$ cat config.mk
export PLATFORM = sky130hd
export DESIGN_NAME = lcd_i8080_target_flat
export DESIGN_NICKNAME = d
export VERILOG_FILES = /design/src/rtl/lcd_tgt_pkg.sv /design/src/rtl/lcd_i8080_target_if.sv /design/src/rtl/lcd_tgt_fifo.sv /design/src/rtl/lcd_i8080_target.sv /design/src/flat_wrapper.sv
export SDC_FILE = /design/constraint.sdc
export NUM_CORES = 1
export LEC_CHECK = 0
export CAP_MARGIN = 5
export CELL_PAD_IN_SITES_DETAIL_PLACEMENT = 1
export CELL_PAD_IN_SITES_GLOBAL_PLACEMENT = 2
export CORE_ASPECT_RATIO = 0.6
export CORE_MARGIN = 4
export CORE_UTILIZATION = 30
export CTS_BUF_LIST = sky130_fd_sc_hd__clkbuf_2 sky130_fd_sc_hd__clkbuf_4 sky130_fd_sc_hd__clkbuf_8
export DETAILED_ROUTE_END_ITERATION = 16
export DONT_BUFFER_PORTS = 1
export PLACE_DENSITY = 0.56
export SLEW_MARGIN = 10
export SYNTH_ARGS = -nofsm -noshare
export SYNTH_HDL_FRONTEND = slang
export SYNTH_SLANG_ARGS = --single-unit
$ cat constraint.sdc
create_clock -name PCLK -period 3.7 [get_ports PCLK]
set_input_delay 0.37 -clock PCLK [delete_from_list [all_inputs] [get_ports PCLK]]
set_output_delay 0.37 -clock PCLK [all_outputs]
set_load 0.02 [all_outputs]
$ cat src/rtl/lcd_tgt_pkg.sv
// Shared definitions for the 8080 LCD bus target: bus FSM encoding,
// capture FIFO entry layout and synchronizer reset values.
package lcd_tgt_pkg;

    typedef enum logic [1:0] {
        ST_IDLE      = 2'd0,
        ST_WR_ACTIVE = 2'd1,
        ST_RD_ACTIVE = 2'd2
    } bus_state_t;

    // Entry layout: bit 16 = command flag (RS was 0), bits 15:0 = bus data.
    localparam int ENTRY_W = 17;

    // Control pins idle high, so their synchronizers come out of reset
    // looking like an idle bus; data synchronizers reset to zero.
    localparam logic        CTRL_SYNC_RST = 1'b1;
    localparam logic [15:0] DATA_SYNC_RST = 16'h0000;

    function automatic logic [ENTRY_W-1:0] make_entry(input logic rs, input logic [15:0] data);
        return {~rs, data};
    endfunction

endpackage

$ cat src/rtl/lcd_i8080_target_if.sv
// Pin-level 8080 LCD bus bundle. The initiator (pin controller or bench)
// uses the master modport, the display-side target uses slave.
interface lcd_i8080_target_if;

    logic        LCD_CS;
    logic        LCD_RS;
    logic        LCD_WR;
    logic        LCD_RD;
    logic        LCD_RST;
    logic [15:0] LCD_DATA_IN;
    logic [15:0] LCD_DATA_OUT;
    logic        LCD_DATA_OE;

    modport master (
        output LCD_CS, LCD_RS, LCD_WR, LCD_RD, LCD_RST, LCD_DATA_IN,
        input  LCD_DATA_OUT, LCD_DATA_OE
    );

    modport slave (
        input  LCD_CS, LCD_RS, LCD_WR, LCD_RD, LCD_RST, LCD_DATA_IN,
        output LCD_DATA_OUT, LCD_DATA_OE
    );

endinterface

$ cat src/rtl/lcd_tgt_fifo.sv
// Synchronous capture FIFO. Flush has priority over everything; a pop in
// the same cycle frees room, so push into a full FIFO with a pop is taken.
// Head output reads zero while empty.
module lcd_tgt_fifo
    import lcd_tgt_pkg::*;
#(
    parameter int DEPTH = 8,
    parameter int WIDTH = ENTRY_W
) (
    input  logic             clk,
    input  logic             rst_n,
    input  logic             flush,
    input  logic             push,
    input  logic [WIDTH-1:0] push_data,
    input  logic             pop,
    output logic [WIDTH-1:0] head,
    output logic             full,
    output logic             empty,
    output logic             accept
);

    localparam int AW = (DEPTH > 1) ? $clog2(DEPTH) : 1;

    logic [WIDTH-1:0] mem [DEPTH];
    logic [AW-1:0]    wr_ptr;
    logic [AW-1:0]    rd_ptr;
    logic [AW:0]      count;
    logic             do_push;
    logic             do_pop;

    assign empty   = (count == '0);
    assign full    = (count == (AW+1)'(DEPTH));
    assign do_pop  = pop & ~empty & ~flush;
    assign do_push = push & (~full | do_pop) & ~flush;
    assign accept  = do_push;
    assign head    = empty ? '0 : mem[rd_ptr];

    // Pointer and occupancy bookkeeping.
    always_ff @(posedge clk) begin
        if (!rst_n || flush) begin
            wr_ptr <= '0;
            rd_ptr <= '0;
            count  <= '0;
        end else begin
            if (do_push) wr_ptr <= wr_ptr + AW'(1);
            if (do_pop)  rd_ptr <= rd_ptr + AW'(1);
            case ({do_push, do_pop})
                2'b10:   count <= count + (AW+1)'(1);
                2'b01:   count <= count - (AW+1)'(1);
                default: count <= count;
            endcase
        end
    end

    // Storage write; contents need no reset since the head is masked when empty.
    always_ff @(posedge clk) begin
        if (rst_n && do_push) mem[wr_ptr] <= push_data;
    end

endmodule

$ cat src/rtl/lcd_i8080_target.sv
// Display-side responder for the 16-bit 8080 LCD bus. Synchronizes the
// pins into PCLK, captures write strobes into a command/data FIFO and
// answers read strobes on the data bus.
// Optional feature macro: LCD_TGT_CMD_TRACK_EN (last command / data count
// tracking; when undefined both read as zero).
module lcd_i8080_target
    import lcd_tgt_pkg::*;
#(
    parameter int FIFO_DEPTH = 8
) (
    input  logic              PCLK,
    input  logic              PRESETn,
    lcd_i8080_target_if.slave lcd,
    input  logic [15:0]       RSP_DATA,
    output logic              RX_VALID,
    input  logic              RX_READY,
    output logic              RX_IS_CMD,
    output logic [15:0]       RX_DATA,
    output logic              RD_STROBE,
    output logic              OVERFLOW,
    output logic              PROTO_ERR,
    input  logic              FLAG_CLR,
    output logic              PANEL_RST_N,
    output logic [15:0]       DATA_CNT
);

    logic        cs_q1, cs_q2;
    logic        rs_q1, rs_q2;
    logic        rst_q1, rst_q2;
    logic        wr_q1, wr_q2, wr_q3;
    logic        rd_q1, rd_q2, rd_q3;
    logic [15:0] data_q1, data_q2;

    bus_state_t  state, state_next;
    logic        push_req, rd_start, proto_set;
    logic        push_q;
    logic [ENTRY_W-1:0] push_entry_q;
    logic        oe_q;
    logic [15:0] data_out_q;
    logic        strobe_q;
    logic        ovf_q, perr_q, panel_rst_q;
    logic [ENTRY_W-1:0] fifo_head;
    logic        fifo_full, fifo_empty, fifo_accept;
    logic        fifo_pop;
    logic [15:0] cmd_rsp;

    logic wr_fall, wr_rise, rd_fall, rd_rise, proto_hit;

    assign wr_fall   = wr_q3 & ~wr_q2;
    assign wr_rise   = ~wr_q3 & wr_q2;
    assign rd_fall   = rd_q3 & ~rd_q2;
    assign rd_rise   = ~rd_q3 & rd_q2;
    assign proto_hit = rst_q2 & ~cs_q2 & ~wr_q2 & ~rd_q2;

    // Pin synchronizers; WR and RD keep a third stage for edge detection.
    always_ff @(posedge PCLK) begin
        if (!PRESETn) begin
            cs_q1   <= CTRL_SYNC_RST;  cs_q2  <= CTRL_SYNC_RST;
            rs_q1   <= CTRL_SYNC_RST;  rs_q2  <= CTRL_SYNC_RST;
            rst_q1  <= CTRL_SYNC_RST;  rst_q2 <= CTRL_SYNC_RST;
            wr_q1   <= CTRL_SYNC_RST;  wr_q2  <= CTRL_SYNC_RST;  wr_q3 <= CTRL_SYNC_RST;
            rd_q1   <= CTRL_SYNC_RST;  rd_q2  <= CTRL_SYNC_RST;  rd_q3 <= CTRL_SYNC_RST;
            data_q1 <= DATA_SYNC_RST;  data_q2 <= DATA_SYNC_RST;
        end else begin
            cs_q1   <= lcd.LCD_CS;      cs_q2   <= cs_q1;
            rs_q1   <= lcd.LCD_RS;      rs_q2   <= rs_q1;
            rst_q1  <= lcd.LCD_RST;     rst_q2  <= rst_q1;
            wr_q1   <= lcd.LCD_WR;      wr_q2   <= wr_q1;   wr_q3 <= wr_q2;
            rd_q1   <= lcd.LCD_RD;      rd_q2   <= rd_q1;   rd_q3 <= rd_q2;
            data_q1 <= lcd.LCD_DATA_IN; data_q2 <= data_q1;
        end
    end

    // Bus FSM state register.
    always_ff @(posedge PCLK) begin
        if (!PRESETn) state <= ST_IDLE;
        else          state <= state_next;
    end

    // Bus FSM next state and one-cycle action requests. Panel reset and
    // protocol violations override whatever transfer is in progress.
    always_comb begin
        state_next = state;
        push_req   = 1'b0;
        rd_start   = 1'b0;
        proto_set  = 1'b0;
        if (!rst_q2) begin
            state_next = ST_IDLE;
        end else if (proto_hit) begin
            state_next = ST_IDLE;
            proto_set  = 1'b1;
        end else begin
            case (state)
                ST_IDLE: begin
                    if (!cs_q2 && wr_fall && rd_q2) begin
                        state_next = ST_WR_ACTIVE;
                    end else if (!cs_q2 && rd_fall && wr_q2) begin
                        state_next = ST_RD_ACTIVE;
                        rd_start   = 1'b1;
                    end
                end
                ST_WR_ACTIVE: begin
                    if (wr_rise) begin
                        state_next = ST_IDLE;
                        push_req   = ~cs_q2;
                    end else if (cs_q2) begin
                        state_next = ST_IDLE;
                    end
                end
                ST_RD_ACTIVE: begin
                    if (rd_rise || cs_q2) state_next = ST_IDLE;
                end
                default: state_next = ST_IDLE;
            endcase
        end
    end

    // Stage the captured entry so the FIFO write lands one cycle after the strobe edge.
    always_ff @(posedge PCLK) begin
        if (!PRESETn) begin
            push_q       <= 1'b0;
            push_entry_q <= '0;
        end else begin
            push_q       <= push_req;
            push_entry_q <= make_entry(rs_q2, data_q2);
        end
    end

    // Read response: data latched at read start, drive enable follows the FSM.
    always_ff @(posedge PCLK) begin
        if (!PRESETn) begin
            oe_q       <= 1'b0;
            data_out_q <= 16'h0000;
            strobe_q   <= 1'b0;
        end else begin
            oe_q     <= rst_q2 & (state == ST_RD_ACTIVE);
            strobe_q <= rd_start;
            if (rd_start) data_out_q <= rs_q2 ? RSP_DATA : cmd_rsp;
        end
    end

    // Sticky error flags; a new event in the clearing cycle keeps the flag set.
    always_ff @(posedge PCLK) begin
        if (!PRESETn) begin
            ovf_q  <= 1'b0;
            perr_q <= 1'b0;
        end else begin
            if (push_q && rst_q2 && !fifo_accept) ovf_q <= 1'b1;
            else if (FLAG_CLR)                    ovf_q <= 1'b0;
            if (proto_set)                        perr_q <= 1'b1;
            else if (FLAG_CLR)                    perr_q <= 1'b0;
        end
    end

    // Panel reset output: same latency as the second sync stage, but low out of reset.
    always_ff @(posedge PCLK) begin
        if (!PRESETn) panel_rst_q <= 1'b0;
        else          panel_rst_q <= rst_q1;
    end

    assign fifo_pop = RX_VALID & RX_READY;

    lcd_tgt_fifo #(
        .DEPTH (FIFO_DEPTH),
        .WIDTH (ENTRY_W)
    ) u_fifo (
        .clk       (PCLK),
        .rst_n     (PRESETn),
        .flush     (~rst_q2),
        .push      (push_q),
        .push_data (push_entry_q),
        .pop       (fifo_pop),
        .head      (fifo_head),
        .full      (fifo_full),
        .empty     (fifo_empty),
        .accept    (fifo_accept)
    );

`ifdef LCD_TGT_CMD_TRACK_EN
    logic [7:0]  last_cmd;
    logic [15:0] data_cnt;

    // Track the most recent command byte and count data words accepted since it.
    always_ff @(posedge PCLK) begin
        if (!PRESETn || !rst_q2) begin
            last_cmd <= 8'h00;
            data_cnt <= 16'h0000;
        end else if (fifo_accept) begin
            if (push_entry_q[ENTRY_W-1]) begin
                last_cmd <= push_entry_q[7:0];
                data_cnt <= 16'h0000;
            end else begin
                data_cnt <= data_cnt + 16'd1;
            end
        end
    end

    assign cmd_rsp  = {8'h00, last_cmd};
    assign DATA_CNT = data_cnt;
`else
    assign cmd_rsp  = 16'h0000;
    assign DATA_CNT = 16'h0000;
`endif

    assign lcd.LCD_DATA_OUT = data_out_q;
    assign lcd.LCD_DATA_OE  = oe_q;
    assign RD_STROBE        = strobe_q;
    assign OVERFLOW         = ovf_q;
    assign PROTO_ERR        = perr_q;
    assign PANEL_RST_N      = panel_rst_q;
    assign RX_VALID         = ~fifo_empty;
    assign RX_IS_CMD        = fifo_head[ENTRY_W-1];
    assign RX_DATA          = fifo_head[15:0];

endmodule

$ cat src/flat_wrapper.sv
// flat-port wrapper written by rule: the top's interface ports become plain ports
module lcd_i8080_target_flat import lcd_tgt_pkg::*;
#(
    parameter int FIFO_DEPTH = 8
)
  (PCLK, PRESETn, RSP_DATA, RX_VALID, RX_READY, RX_IS_CMD, RX_DATA, RD_STROBE, OVERFLOW, PROTO_ERR, FLAG_CLR, PANEL_RST_N, DATA_CNT, lcd_LCD_CS, lcd_LCD_RS, lcd_LCD_WR, lcd_LCD_RD, lcd_LCD_RST, lcd_LCD_DATA_IN, lcd_LCD_DATA_OUT, lcd_LCD_DATA_OE);
  lcd_i8080_target_if lcd_i ();
  input  logic PCLK;
  input  logic PRESETn;
  input  logic [15:0] RSP_DATA;
  output logic RX_VALID;
  input  logic RX_READY;
  output logic RX_IS_CMD;
  output logic [15:0] RX_DATA;
  output logic RD_STROBE;
  output logic OVERFLOW;
  output logic PROTO_ERR;
  input  logic FLAG_CLR;
  output logic PANEL_RST_N;
  output logic [15:0] DATA_CNT;
  input wire logic [$bits(lcd_i.LCD_CS)-1:0] lcd_LCD_CS;
  input wire logic [$bits(lcd_i.LCD_RS)-1:0] lcd_LCD_RS;
  input wire logic [$bits(lcd_i.LCD_WR)-1:0] lcd_LCD_WR;
  input wire logic [$bits(lcd_i.LCD_RD)-1:0] lcd_LCD_RD;
  input wire logic [$bits(lcd_i.LCD_RST)-1:0] lcd_LCD_RST;
  input wire logic [$bits(lcd_i.LCD_DATA_IN)-1:0] lcd_LCD_DATA_IN;
  output wire logic [$bits(lcd_i.LCD_DATA_OUT)-1:0] lcd_LCD_DATA_OUT;
  output wire logic [$bits(lcd_i.LCD_DATA_OE)-1:0] lcd_LCD_DATA_OE;
  assign lcd_i.LCD_CS = lcd_LCD_CS;
  assign lcd_i.LCD_RS = lcd_LCD_RS;
  assign lcd_i.LCD_WR = lcd_LCD_WR;
  assign lcd_i.LCD_RD = lcd_LCD_RD;
  assign lcd_i.LCD_RST = lcd_LCD_RST;
  assign lcd_i.LCD_DATA_IN = lcd_LCD_DATA_IN;
  assign lcd_LCD_DATA_OUT = lcd_i.LCD_DATA_OUT;
  assign lcd_LCD_DATA_OE = lcd_i.LCD_DATA_OE;
  lcd_i8080_target #(.FIFO_DEPTH(FIFO_DEPTH)) u_core (.PCLK(PCLK), .PRESETn(PRESETn), .lcd(lcd_i), .RSP_DATA(RSP_DATA), .RX_VALID(RX_VALID), .RX_READY(RX_READY), .RX_IS_CMD(RX_IS_CMD), .RX_DATA(RX_DATA), .RD_STROBE(RD_STROBE), .OVERFLOW(OVERFLOW), .PROTO_ERR(PROTO_ERR), .FLAG_CLR(FLAG_CLR), .PANEL_RST_N(PANEL_RST_N), .DATA_CNT(DATA_CNT));
endmodule
==> results of run 1 <==
report_power, final:
group,leakage [nW],switching (mW),internal [mW]
Sequential,1.95,0.0242,2.77
Combinational,0.924,0.0460,0.0465
Clock,0.411,1.00,1.23
metrics by stage:
step | total power, mW | area (um^2) | worst slack, ns | instances
global route | 5.36 | 10100 | 0.671 | 1003
global placement | 2.89 | 8930 | 0.986 | 896
CTS | 5.21 | 10100 | 0.779 | 1003
finish | 5.11 | 10100 | 0.822 | 1003
detailed placement | 2.90 | 8930 | 0.809 | 896
floorplan | 2.90 | 8610 | 0.780 | 563
state kept, by name, indices dropped and copies added, names as in the netlist, 2 cells and up, named ones only:
signal                   cells
u_core.u_fifo.rd_ptr         3
u_core.lcd.LCD_DATA_OUT     16
u_core.data_q2              16
u_core.u_fifo.wr_ptr         3
u_core.state                 2
u_core.push_entry_q         17
u_core.u_fifo.mem          136
u_core.u_fifo.count          4
u_core.data_q1              16
worst max-delay path: cells and delay by family (launching register included):
| family | cells | cell delay (ns) |
|---|---|---|
| compound gates | 2 | 0.32 |
| simple gates | 3 | 0.84 |
| buf+inv | 2 | 0.49 |
| flops | 1 | 0.38 |
| xor+xnor | 2 | 0.28 |
| fa+ha+maj | 2 | 0.48 |
repair_timing:
action / in CTS / in global routing
hold buffers: 36 / 0
hold endpoints to repair: 76 / 0
setup buffers: 0 / 0
cells by family after synthesis:
group | Yosys count | synth area share
adders and majority gates | 5 | 0.00731
xor gates and xnor gates | 7 | 0.00804
muxes | 54 | 0.113
DFF | 234 | 0.707
and+or+nand+nor | 167 | 0.106
other | 1 | 0.000438
AOI/OAI and AO/OA | 29 | 0.0233
buffers and inverters | 51 | 0.0351
how the worst max path moves through the flow:
stage                              end  slack, ns  cells past startpoint                   start
4_1_cts         u_core.u_fifo.count[2]       0.78                     11  u_core.u_fifo.count[0]
3_3_place_gp    u_core.u_fifo.count[2]       0.99                     11  u_core.u_fifo.count[3]
3_5_place_dp    u_core.u_fifo.count[2]       0.81                     11  u_core.u_fifo.count[0]
6_report        u_core.u_fifo.count[2]       0.82                     11  u_core.u_fifo.count[3]
2_1_floorplan  u_core.u_fifo.mem[2][0]       0.78                      5  u_core.u_fifo.count[1]
5_1_grt         u_core.u_fifo.count[2]       0.67                     11  u_core.u_fifo.count[0]
final cells by class:
| class | instances | share of cell area |
|---|---|---|
| Inverter | 5 | 0.00186 |
| Sequential cell | 234 | 0.600 |
| Multi-Input combinational cell | 278 | 0.229 |
| Tap cell | 367 | 0.0456 |
| Clock inverter | 11 | 0.00534 |
| Clock buffer | 60 | 0.0708 |
| Timing Repair Buffer | 48 | 0.0477 |
cells in the mapped netlist (2+ instances only):
cell type	count
nand3_1	23
edfxtp_1	136
buf_2	6
a31oi_1	2
nand3b_1	2
nor3_1	4
and3_1	2
nand2b_1	12
clkbuf_1	16
buf_6	4
inv_1	4
nor3b_1	2
nor2b_1	3
a21oi_1	4
and2_1	50
nor4b_1	2
nor4_1	5
mux4_2	34
nand2_1	22
o21ai_0	3
a21boi_1	10
xor2_1	4
ha_1	5
dfxtp_1	98
a21boi_0	6
buf_4	19
nor2_1	33
xnor2_1	2
mux2i_1	19
routing by layer:
| metal | routed length, um | GRT usage | vias up |
|---|---|---|---|
| met1 | 9230 | 0.174 | 2202 |
| met3 | 1040 | 0.0338 | 37 |
| met2 | 8390 | 0.183 | 95 |
| met4 | 386 | 0.0396 | 0 |
| li1 | - | - | 2089 |
| met5 | 0 | 0 | - |
==> results.yml, run 1 <==
synthesis:
  synth_flop_cell: "edfxtp_1"
  yosysSeqAreaShare: 0.707
  netlist_area_um2: 8550
  syn_avg_cell_area_um2: 15.6
  syn_inst: 548
  synth_edf_count: 136
  synth_area_leaders: "edfxtp_1 48%, dfxtp_1 23%, mux4_2 9.0%, and2_1 3.7%, mux2i_1 2.2%"
  synth-seq-cells: 234
  ys_warn_count: 0
  synth.top_cell.area_share: 0.477
  synth.largest_area_cell: "edfxtp_1"
  synthArstFlopShare: 0
  yosysUniqueCellTypes: 45
worst_setup_path:
  regToRegSetupSlack_ns: 0.82
  critPathLaunchType: "flop"
  r2r_end: "u_core.u_fifo.count[2]"
  worstPathMaxFanout: 18
  cp_slowest_cell: "dfxtp_1"
  reg2regPathDepth: 11
  end_kind: "flop"
  crit_chain: "nor4_4 -> buf_4 -> inv_2 -> and3_1 -> ha_1 -> xor2_1 -> ha_1 -> a21oi_1 -> xor2_1 -> or3_1 -> a21oi_1"
  cp.arrival_ns: 3.32
  r2r_start: "u_core.u_fifo.count[3]"
  cp.required_ns: 4.15
  slowest_delay_ns: 0.38
  path_class: "flop to flop"
route:
  first_pass_iters: 4
  first_iter_violations: 176
  vias_per_cell: 4.41
  wirelength_um: 19000
  avgRoutedWirePerCell_um: 19.0
  drc_errors: 0
  ant_nets: 0
  vias: 4423
timing:
  slew_headroom: 0.398
  hold_ws_ns: 0.0439
  finalCriticalPeriod_ns: 2.88
  worst_pin_slew_ns: 0.902
  slew_viol_final: 0
  max_freq_ghz: 0.347
  skew_ns: 0.0277
  hold_violations: 0
  period_share: 0.778
  fin_setup_tns_ns: 0
  setup_violations: 0
  rsz0062_at_grt: "no"
final_layout:
  area_growth_pct: 17.8
  layout-drive-gt1-share: 0.193
  diodes: 0
  layout.nets: 652
  final.fill_count: 2872
  multiInputGateArea_um2: 2300
  final_util: 0.362
  layout_commonest_cell: "edfxtp_1"
  seq_area_um2: 6050
  layout_common_cells: "136 x edfxtp_1, 97 x dfxtp_1, 50 x and2_1"
placed_design:
  port_buffers: 0
  dp_hpwl_um: 11300
  globalplace.congestion: 0.719
worst_hold_path:
  hold_depth: 2
  whs_endpoint: "u_core.lcd.LCD_DATA_OUT[2]"
  hp-start: "RSP_DATA[2]"
  min_path_type: "input pin to flop"
grt:
  grt_max_degree: 77
  grt_pass1_wl_um: 29400
  grt.overflow.total: 0
  grt_usage: 0.123
  antenna_found_initial: 0
  grt_pass1_vias: 4888
cts:
  clk_path_buf_depth: 3
  clk_pin_slew_ns: 0.06
  cts_buffers: 39
  cts.sinks: 234
  cts-htree-levels: 2
  clock_latency_ns: 0.54
  ctsRootBufferMaster: "clkbuf_8"
  cts_tree: "done"
  cts_resized: 0
power_and_ir_drop:
  irDropWorstVdd_mv: 0.169
  power.leakage_nw: 3.28
  powerDensity_nw_per_um2: 508
flow_run:
  maxCapViolations: 0
floorplan:
  die_y_um: 139
  dieArea_um2: 31400
  pin_count: 96
  die_w_um: 226
  core-area_um2: 27800
  row_count: 47
  start_util: 0.308
status:
  outcome: "completed"
(Power assumes the default switching activity.)
==> run 2: changes to the inputs <==
PLACE_DENSITY = 0.58   (was 0.56)
clock period = 2.6 ns   (was 3.7 ns; I/O delays follow)
==> run 2 against run 1 <==
  * Non-clock buffer count up 19
  * Count of clock-buffer cells in the layout up 6
  * Sequential cell count unchanged
  * Core utilization up 0.69 points
  * Critical path depth down 1
  * Clock skew up 0.0024 ns
  * Routed wire length about the same
  * Critical endpoint unchanged
  * Total power up 44%
  * Highest routed layer unchanged
  * Sequential power up 42%
==> results.yml, run 2 (same netlist as run 1, synthesis figures left out) <==
status:
  outcome: "completed"
route:
  vias_per_cell: 4.44
  wirelength_um: 19000
  first_iter_violations: 207
  first_pass_iters: 4
  avgRoutedWirePerCell_um: 18.6
  ant_nets: 0
  vias: 4536
  drc_errors: 0
worst_setup_path:
  cp.arrival_ns: 2.96
  end_kind: "flop"
  path_class: "flop to flop"
  critPathLaunchType: "flop"
  cp.required_ns: 3.05
  worstPathMaxFanout: 6
cts:
  ctsRootBufferMaster: "clkbuf_8"
  cts.sinks: 234
  clock_latency_ns: 0.54
  clk_path_buf_depth: 3
  cts_tree: "done"
  post-cts-setup-buffers: 0
  cts_buffers: 39
  clk_pin_slew_ns: 0.06
  cts-htree-levels: 2
final_layout:
  regMostFlops: "u_core.u_fifo.mem"
  layout_common_cells: "136 x edfxtp_1, 96 x dfxtp_1, 50 x and2_1"
  final.fill_count: 2847
  diodes: 0
  area_growth_pct: 20.0
  layout-drive-gt1-share: 0.219
  multiInputGateArea_um2: 2300
  layout_commonest_cell: "edfxtp_1"
  seq_area_um2: 6050
  layout.nets: 671
  final_area_um2: 10300
  largest_reg_flops: 136
  reg_top3: "u_core.u_fifo.mem x136, u_core.push_entry_q x17"
grt:
  grt_usage: 0.122
  grt_max_degree: 81
  grt.overflow.total: 0
  antenna_found_initial: 0
  grt_pass1_vias: 5000
  grt_pass1_wl_um: 29600
timing:
  skew_ns: 0.0301
  rsz0062_at_grt: "yes"
  setup_violations: 0
  finalCriticalPeriod_ns: 2.51
  max_freq_ghz: 0.398
  slew_viol_final: 0
  hold_violations: 0
  slew_headroom: 0.509
  period_share: 0.966
  setup_slack_ns: 0.0891
  fin_setup_tns_ns: 0
  worst_pin_slew_ns: 0.735
placed_design:
  globalplace.congestion: 0.751
  port_buffers: 0
  dp_hpwl_um: 11700
  placed_area_um2: 9030
  place_ws_ns: 0.0568
worst_hold_path:
  min_path_type: "input pin to flop"
floorplan:
  start_util: 0.308
  core-area_um2: 27800
  row_count: 47
  die_w_um: 226
  dieArea_um2: 31400
  pin_count: 96
  die_y_um: 139
power_and_ir_drop:
  power.leakage_nw: 3.40
  powerDensity_nw_per_um2: 717
  irDropWorstVdd_mv: 0.241
  power.total_mw: 7.36
flow_run:
  maxCapViolations: 0
## run 2: changes by cell type in the layout (fill, tap and decap cells not counted), sizes merged
cell	delta
dlygate4sd3	+4
buf	+15
clkinvlp	-1
clkinv	-6
clkbuf	+6
## run 2: area by class of cell
cell class | instances | area share
Multi-Input combinational cell | 278 | 0.224
Inverter | 5 | 0.00183
Tap cell | 367 | 0.0447
Sequential cell | 234 | 0.589
Clock inverter | 4 | 0.00232
Clock buffer | 66 | 0.0745
Timing Repair Buffer | 67 | 0.0636
## run 2: worst paths after layout
check        slack (ns)                endpoint  cells after the start                   start
min reg2reg        0.41            u_core.rd_q2                      1            u_core.rd_q1
min                0.06           u_core.rst_q2                      2                 PRESETn
max reg2reg        0.09  u_core.u_fifo.count[2]                     10  u_core.u_fifo.count[0]
max                0.09  u_core.u_fifo.count[2]                     10  u_core.u_fifo.count[0]
## run 2: what timing repair did
action / CTS / global route
gates resized for setup: 1 / 8
hold endpoints to repair: 86 / 0
gates cloned: 0 / 0
endpoints found under the setup margin: 1 / 5
hold buffers: 40 / 0
## run 2: stage by stage
step,util,hold slack (ns),cells
finish,0.369,0.0575,1021
global route,0.369,0.0570,1021
CTS,0.368,0.0460,1021
detailed placement,0.325,0.345,911
global placement,0.325,0.348,911
floorplan,-,0.361,563
## run 2: per-layer routing
layer | share of wire | wire length [um] | GRT usage
met5 | 0 | 0 | 0
met3 | 0.048 | 921 | 0.0300
met2 | 0.45 | 8650 | 0.187
met4 | 0.021 | 391 | 0.0406
met1 | 0.48 | 9080 | 0.171
## run 2: worst max-delay path: stages (launching register included)
cell and delay [ns]:
dfxtp_1 0.38, nor4_4 0.31, inv_2 0.07, and3_1 0.22, ha_1 0.28, xor2_1 0.18, ha_1 0.21, a21oi_1 0.18
xor2_1 0.11, or3_1 0.33, a21oi_1 0.16
## run 2: where the power goes
part | total [mW] | internal, mW | switching, mW
sequential | 3.97 | 3.94 | 0.0352
combinational | 0.140 | 0.0709 | 0.0688
clock | 3.25 | 1.85 | 1.40
==> run 3: changes to the inputs <==
PLACE_DENSITY = default   (was 0.58)
PLACE_DENSITY_LB_ADDON = 0.1   (was default)
==> run 3 against run 2 <==
  * Final area grew 0.18%
  * Via count down 0.40%
  * Cell count hardly changed
  * Sequential power about the same
  * Count of clock-buffer cells in the layout fell by 7
  * Core utilization grew 0.068 points
  * Routed wire length rose by 2.0%
  * Combinational power is essentially flat
  * Register-to-register slack gained 0.09 ns
  * Clock skew fell by 0.0072 ns
  * Sequential cell count stayed put
  * Largest cell class unchanged
  * Largest power group unchanged
==> results.yml, run 3 (same netlist as run 1, synthesis figures left out) <==
timing:
  hold_ws_ns: 0.0451
  fin_setup_tns_ns: 0
  period_share: 0.942
  hold_violations: 0
  skew_ns: 0.0229
  finalCriticalPeriod_ns: 2.45
  max_freq_ghz: 0.408
  worst_pin_slew_ns: 0.825
  slew_headroom: 0.449
  setup_violations: 0
  slew_viol_final: 0
  rsz0062_at_grt: "yes"
worst_setup_path:
  worstPathMaxFanout: 17
  reg2regPathDepth: 10
  cp.required_ns: 2.34
  end_kind: "output pin"
  r2r_start: "u_core.u_fifo.count[3]"
  path_class: "flop to output pin"
  cp.arrival_ns: 2.19
  regToRegSetupSlack_ns: 0.18
  cp-endpoint: "RX_DATA[1]"
  critPathLaunchType: "flop"
  r2r_end: "u_core.u_fifo.count[2]"
power_and_ir_drop:
  p_sw_mw: 1.52
  p_seq_frac: 0.540
  intPower_mw: 5.84
  powerDensity_nw_per_um2: 715
  irDropWorstVdd_mv: 0.295
  combPwrFrac: 0.019
  power.leakage_nw: 3.40
  switching_share: 0.207
  clock_power_share: 0.441
route:
  first_pass_iters: 4
  wirelength_um: 19400
  ant_nets: 0
  first_iter_violations: 255
  vias: 4518
  drc_errors: 0
  avgRoutedWirePerCell_um: 19.0
  vias_per_cell: 4.43
final_layout:
  final_util: 0.370
  layout_commonest_cell: "edfxtp_1"
  layout_common_cells: "136 x edfxtp_1, 96 x dfxtp_1, 50 x and2_1"
  largest_reg_flops: 136
  multiInputGateArea_um2: 2300
  area_growth_pct: 20.2
  final.fill_count: 2835
  regMostFlops: "u_core.u_fifo.mem"
  reg_top3: "u_core.u_fifo.mem x136, u_core.push_entry_q x17"
  layout.nets: 672
  seq_area_um2: 6050
  diodes: 0
  layout-drive-gt1-share: 0.219
floorplan:
  start_util: 0.308
  dieArea_um2: 31400
  die_y_um: 139
  pin_count: 96
  row_count: 47
  core-area_um2: 27800
  die_w_um: 226
grt:
  grt_max_degree: 81
  grt_usage: 0.128
  grt_pass1_vias: 4965
  grt_pass1_wl_um: 30400
  antenna_found_initial: 1
  grt.overflow.total: 0
cts:
  cts-htree-levels: 2
  post-cts-setup-buffers: 0
  cts_buffers: 39
  cts.sinks: 234
  clk_path_buf_depth: 3
  ctsRootBufferMaster: "clkbuf_8"
  cts_tree: "done"
  clk_pin_slew_ns: 0.06
  clock_latency_ns: 0.54
placed_design:
  globalplace.congestion: 0.664
  port_buffers: 0
  dp_hpwl_um: 11500
status:
  outcome: "completed"
worst_hold_path:
  min_path_type: "input pin to flop"
flow_run:
  maxCapViolations: 0
==> run 3: changes by cell type in the layout (fill, tap and decap cells not counted) <==
cell	change
mux2i_1	-1
clkinv_2	+2
buf_6	-2
clkinvlp_4	+3
dfxtp_2	+1
clkbuf_4	-6
clkbuf_8	-1
dfxtp_4	-1
bufbuf_16	+1
mux2i_2	+1
buf_4	+2
bufinv_16	+1
inv_8	-1
==> run 3: metal layers <==
layer / routed length [um] / up-vias / GRT usage
met5: 0 / - / 0
met1: 9710 / 2285 / 0.186
li1: - / 2121 / -
met3: 884 / 29 / 0.0328
met2: 8460 / 83 / 0.188
met4: 363 / 0 / 0.0409
==> run 3: worst max-delay path: stages, from the launching register on <==
cell and delay, ns:
dfxtp_2 0.38, buf_12 0.21, mux4_2 0.56, mux2i_2 0.25, nor2_1 0.07, buf_4 0.16
==> run 3: final cells by class <==
class                      count  share of cell area
tap                          367              0.0446
inverter                       5             0.00182
clock buffer                  59              0.0686
timing repair buffer          68              0.0659
sequential                   234               0.588
multi-input combinational    278               0.224
clock inverter                 9             0.00730
==> run 3: how the worst min path moves through the flow <==
| stage | cells after the start | slack (ns) | from | endpoint |
|---|---|---|---|---|
| 6_report | 2 | 0.05 | PRESETn | u_core.rs_q2 |
| 5_1_grt | 2 | 0.03 | PRESETn | u_core.rd_q2 |
| 4_1_cts | 2 | 0.02 | PRESETn | u_core.rs_q2 |
| 3_5_place_dp | 1 | 0.35 | PRESETn | u_core.rd_q1 |
| 3_3_place_gp | 1 | 0.34 | PRESETn | u_core.rs_q1 |
| 2_1_floorplan | 1 | 0.36 | lcd_LCD_CS | u_core.cs_q1 |
==> run 3: power by group through the flow <==
stage / clock, mW / sequential, mW / combinational [mW]
2_1_floorplan: 0 / 4.03 / 0.0949
3_3_place_gp: 0 / 4.05 / 0.0725
3_5_place_dp: 0 / 4.05 / 0.0734
4_1_cts: 3.41 / 3.97 / 0.141
5_1_grt: 3.59 / 3.97 / 0.158
6_report: 3.25 / 3.97 / 0.141
==> run 3: stage by stage <==
stage | cell area, um^2 | setup WS [ns] | cells | power (mW)
floorplan | 8620 | 0.0943 | 563 | 4.13
global placement | 9040 | 0.308 | 911 | 4.12
detailed placement | 9040 | 0.140 | 911 | 4.12
CTS | 10300 | 0.0242 | 1020 | 7.52
global route | 10300 | -0.0142 | 1020 | 7.73
finish | 10300 | 0.151 | 1020 | 7.36
==> run 3: what timing repair did <==
action / in CTS / in global routing
hold buffers: 40 / 0
gates resized for setup: 0 / 4
setup endpoints to repair: 2 / 3
pin swaps: 0 / 0
endpoints found under the hold margin: 86 / 0
gates cloned: 1 / 0
